[config.mk]
export PLATFORM = sky130hd
export DESIGN_NAME = dct_frame_sequencer
export DESIGN_NICKNAME = d
export VERILOG_FILES = /design/src/rtl/dct_ctrl_pkg.sv /design/src/rtl/dct_valid_pipe.sv /design/src/rtl/dct_frame_sequencer.sv
export SDC_FILE = /design/constraint.sdc
export NUM_CORES = 1
export LEC_CHECK = 0
export CORE_MARGIN = 2
export CORE_UTILIZATION = 54
export CTS_CLUSTER_SIZE = 14
export DETAILED_ROUTE_END_ITERATION = 8
export HOLD_SLACK_MARGIN = 0.05
export PLACE_DENSITY_LB_ADDON = 0.25
export SKIP_LAST_GASP = 1
export SYNTH_ARGS = -nofsm -noshare
export SYNTH_HDL_FRONTEND = slang
export SYNTH_SLANG_ARGS = --single-unit
export TNS_END_PERCENT = 10
[constraint.sdc]
create_clock -name clk -period 2.56 [get_ports clk]
set_input_delay 0.512 -clock clk [delete_from_list [all_inputs] [get_ports clk]]
set_output_delay 0.512 -clock clk [all_outputs]
set_load 0.01 [all_outputs]
[src/rtl/dct_ctrl_pkg.sv]
// Shared types and default constants for the 2D-DCT frame control path.
package dct_ctrl_pkg;

  typedef enum logic [1:0] {IDLE, RUN, DRAIN, DONE} seq_state_t;

  localparam int DCT_ADDR_W    = 15;
  localparam int DCT_NUM_WORDS = 32768;
  localparam int DCT_PIPE_LAT  = 19;
  localparam int DCT_IN_W      = 64;
  localparam int DCT_OUT_W     = 96;

endpackage

[src/rtl/dct_valid_pipe.sv]
// 1-bit valid delay line mirroring the datapath latency; shifts only when enabled.
module dct_valid_pipe #(
  parameter int DEPTH = 19
) (
  input  logic clk_i,
  input  logic rst_i,
  input  logic en_i,
  input  logic din_i,
  output logic tail_o,
  output logic any_o
);

  logic [DEPTH-1:0] stage_q;

  generate
    if (DEPTH == 1) begin : g_single
      always_ff @(posedge clk_i or posedge rst_i) begin
        if (rst_i)     stage_q <= '0;
        else if (en_i) stage_q <= din_i;
      end
    end else begin : g_multi
      always_ff @(posedge clk_i or posedge rst_i) begin
        if (rst_i)     stage_q <= '0;
        else if (en_i) stage_q <= {stage_q[DEPTH-2:0], din_i};
      end
    end
  endgenerate

  assign tail_o = stage_q[DEPTH-1];
  assign any_o  = |stage_q;

endmodule

[src/rtl/dct_frame_sequencer.sv]
// Frame sequencer: read address generation, latency tracking, write address
// generation and completion pulse for one 2D-DCT image pass.
module dct_frame_sequencer
  import dct_ctrl_pkg::*;
#(
  parameter int ADDR_W    = DCT_ADDR_W,
  parameter int NUM_WORDS = DCT_NUM_WORDS,
  parameter int PIPE_LAT  = DCT_PIPE_LAT
) (
  input  logic              clk,
  input  logic              reset,
  input  logic              start,
  input  logic              hold,
  output logic              busy,
  output logic              done,
  output logic              dp_en,
  output logic              in_ce,
  output logic [ADDR_W-1:0] in_addr,
  output logic [2:0]        row_phase,
  output logic              out_we,
  output logic [ADDR_W-1:0] out_addr
);

  localparam int           CW   = ADDR_W + 1;
  localparam logic [CW-1:0] LAST = CW'(NUM_WORDS - 1);

  seq_state_t    state_q, state_d;
  logic [CW-1:0] rd_cnt_q, rd_cnt_d;
  logic [CW-1:0] wr_cnt_q, wr_cnt_d;
  logic          active, pipe_tail, pipe_any;

  // Strobes are decoded from registered state; hold is the only live input gating them.
  assign active    = (state_q == RUN) || (state_q == DRAIN);
  assign busy      = active;
  assign done      = (state_q == DONE);
  assign dp_en     = active & ~hold;
  assign in_ce     = (state_q == RUN) & ~hold;
  assign out_we    = active & ~hold & pipe_tail;
  assign in_addr   = rd_cnt_q[ADDR_W-1:0];
  assign row_phase = rd_cnt_q[2:0];
  assign out_addr  = wr_cnt_q[ADDR_W-1:0];

  dct_valid_pipe #(.DEPTH(PIPE_LAT)) u_vpipe (
    .clk_i  (clk),
    .rst_i  (reset),
    .en_i   (dp_en),
    .din_i  (state_q == RUN),
    .tail_o (pipe_tail),
    .any_o  (pipe_any)
  );

  always_comb begin
    state_d  = state_q;
    rd_cnt_d = rd_cnt_q;
    wr_cnt_d = wr_cnt_q;
    if (in_ce)  rd_cnt_d = rd_cnt_q + CW'(1);
    if (out_we) wr_cnt_d = wr_cnt_q + CW'(1);
    case (state_q)
      IDLE: if (start) begin
        state_d  = RUN;
        rd_cnt_d = '0;
        wr_cnt_d = '0;
      end
      RUN:   if (in_ce && rd_cnt_q == LAST) state_d = DRAIN;
      // An empty delay line here means nothing is left to write; never strand in DRAIN.
      DRAIN: if ((out_we && wr_cnt_q == LAST) || !pipe_any) state_d = DONE;
      DONE:  state_d = IDLE;
      default: state_d = IDLE;
    endcase
  end

  always_ff @(posedge clk or posedge reset) begin
    if (reset) begin
      state_q  <= IDLE;
      rd_cnt_q <= '0;
      wr_cnt_q <= '0;
    end else begin
      state_q  <= state_d;
      rd_cnt_q <= rd_cnt_d;
      wr_cnt_q <= wr_cnt_d;
    end
  end

endmodule

==> out/summary.txt <==
Status -> finished clean
Slew Limit Headroom -> 65.2%
Share of cells above drive strength 1 -> 16.2%
Clock slew at reported path FFs -> 90 ps
Post-synth EDFFs -> 0
Fmax -> 406 MHz
Placer congestion estimate -> 0.719
Hold path depth -> 1
H-tree lvl count -> 2
Num CTS Buffers -> 5
Syn Inst Count -> 258
Yosys top cell by area -> dfrtp_1
CORE AREA -> 4790 sq um
Ys async rst share -> 100%
Synthesis-to-finish area growth -> 16.6%
WP data required -> 2050 ps
Most Frequent Cell on Critical Path -> inv_1
ANT nets after route -> 0
Clk buf depth -> 2
Worst Path Buf+Inv -> 3
Cell variety after synth -> 30
RSZ-0062 raised after global routing -> false
Ant. Diodes -> 0
Hold_sp -> u_vpipe.stage_q[15]
R2R setup slack -> 480 ps
Crit Path Max Fanout -> 4
LEAKAGE -> 0.00142 uW
Register bit total from synthesis -> 53
Synth top area cells -> dfrtp_1 49%, buf_4 9.1%, mux2_2 7.9%, nor2_1 4.8%, xor2_1 4.8%
Peak supply drop -> 0.000534 V
Chip width -> 74.9 microns
Startpoint Class -> register
First-pass GRT wire length -> 7570 microns
Filler cell count -> 373
Worst Hold End -> u_vpipe.stage_q[15]
Global route overflow -> 0
CP max-delay cell -> clkdlybuf4s50_1
Synth Area per Inst -> 10.5 sq um
Initial antenna violation count -> 0
Cell Area, Synth -> 2720 sq um
Hold WS -> 538 ps
Placed inst area -> 3010 sq um
Clk_lat worst skew -> 310 ps
Final setup fails -> 0
HPWL Detailed -> 3210 microns
Routed len/inst -> 13.2 microns
IO buf count -> 41
Via-per-instance ratio -> 5.12
Total length of routed wires -> 4560 microns
Clock root buffer -> clkbuf_8
Count of pins over their slew limit -> 0
CP delay by family, top -> buffers and inverters
Post-synthesis sequential area ratio -> 48.8%
Die area -> 5610 sq um
Worst Skew -> 5.37 ps
Synth warn -> 0
IO Count -> 42
Number of global-route vias before repair -> 1676
Worst R2R Path Depth -> 7
RR Endpoint -> state_q[1]
PD cells -> 843 nW/um^2
Synth top area share -> 48.8%
Die span in y -> 74.9 microns
Cell with the most instances after synthesis -> dfrtp_1
Arr. time, crit path -> 1950 ps
Cell area after layout -> 3170 sq um
Post-CTS Hold Buffers -> 0
Final period util -> 96.1%
Worst slew pin tran -> 521 ps
Worst Setup SP -> state_q[1]
Commonest cells post-synth -> 53 x dfrtp_1, 35 x nor2_1, 33 x buf_4
First-pass iteration count of the detailed router -> 4
Critical path type -> register to output port
Final setup TNS -> 0 ps
Worst r2r src -> state_q[1]
CP peak stage delay -> 530 ps
Max cap viols -> 0
Iter 0 DRT Violations -> 54
Hold Crit Class -> register to register
Worst Setup End Kind -> output port
Clock sinks -> 53
Initial cell density of the core -> 56.8%
Row count -> 25
Largest net degree at the start of global routing -> 31
Nets@finish -> 287
Fin. Hold Viols -> 0
GRT Overall Usage -> 18.1%
DRC viols -> 0
Worst path cell trace -> inv_1, ha_4, nor2b_4, nand2_2, inv_1, clkdlybuf4s50_1
CTS tree -> built
Top_reg_cell synth -> dfrtp_1
DR vias -> 1762
Minimum clock period -> 2460 ps
Syn_nets -> 269
[layout by cell type, fill, tap and decap left out, types with 2 or more instances in the layout]
cell type / count
nor4_1: 7
and3_1: 3
nand4_1: 7
nor2b_1: 2
xor2_1: 15
and2_1: 2
nand2_1: 15
or3_1: 3
nor2_1: 35
clkdlybuf4s50_1: 41
a21oi_1: 4
inv_1: 5
and4_1: 4
buf_4: 9
nor3_1: 2
clkbuf_8: 6
nand3_1: 8
mux2_2: 19
ha_1: 6
xnor2_1: 12
o21ai_0: 3
dfrtp_1: 53
[routing by layer]
layer | track usage (%) | share of wire, %
met5 | 0 | 0
met2 | 28.9 | 49
met3 | 3.35 | 3.7
met1 | 23.3 | 46
met4 | 9.52 | 1.1
[through the flow]
stage                     instances  setup slack (ps)  power (uW)  utilization, %
after floorplan                 258               560        1740               -
after global placement          334               130        1990            62.9
after detailed placement        334               107        2020            62.9
after CTS                       344              47.6        2680            66.0
after global routing            344              7.95        2820            66.2
final                           344              99.5        2670            66.2
[cells by family (layout without fill, tap and decap cells)]
kind of cell             count (synthesis)  in the layout  synth area share [%]
adder cells (fa/ha/maj)                  7              7                  3.22
AND/OR/NAND/NOR                         94             94                  17.3
multiplexers                            21             21                  8.66
flip-flops                              53             53                  48.8
AO/OA/AOI/OAI                           10             10                  2.40
buffers and inverters                   46             65                  10.9
XOR/XNOR                                27             27                  8.71
[state kept, by name, indices dropped and copies added, names as in the netlist]
name,count
u_vpipe.stage_q,19
rd_cnt_q,16
wr_cnt_q,16
state_q,2
[layout make-up]
cell class              instances  area [sq um]  area share, %
well taps                      67          83.8           2.65
clock buffers                   6          82.6           2.61
multi-input cells             159          1120           35.2
inverters                       6          22.5          0.711
repair buffers                 51           498           15.7
clock inverters                 2          37.5           1.19
flip-flops and latches         53          1330           41.9
[power by group]
group	switching [uW]	total [uW]	internal, uW
logic	426	957	531
registers	124	1120	997
clock network	273	591	318
total	823	2670	1850
[what timing repair did]
item / CTS / global route
hold endpoints to repair: 0 / 0
endpoints found under the setup margin: 2 / 1
setup buffers: 2 / 0
resized for setup: 2 / 2
[worst register-to-register path: stages, from the launching register on]
cell      delay, ps
dfrtp_1         390
inv_1           140
ha_1            250
nand3b_1        200
nor3_2          250
a31oi_1         170
a31oi_2         220
mux2_1          350
[worst max-delay path by stage]
stage	endpoint	slack [ps]	depth (start not counted)
after floorplan	state_q[1]	560	7
after global placement	out_we	130	5
after detailed placement	out_we	110	5
after CTS	out_we	50	6
after global routing	out_we	8	6
final	out_we	100	6
Note: power is estimated with default switching activity, not from simulation.
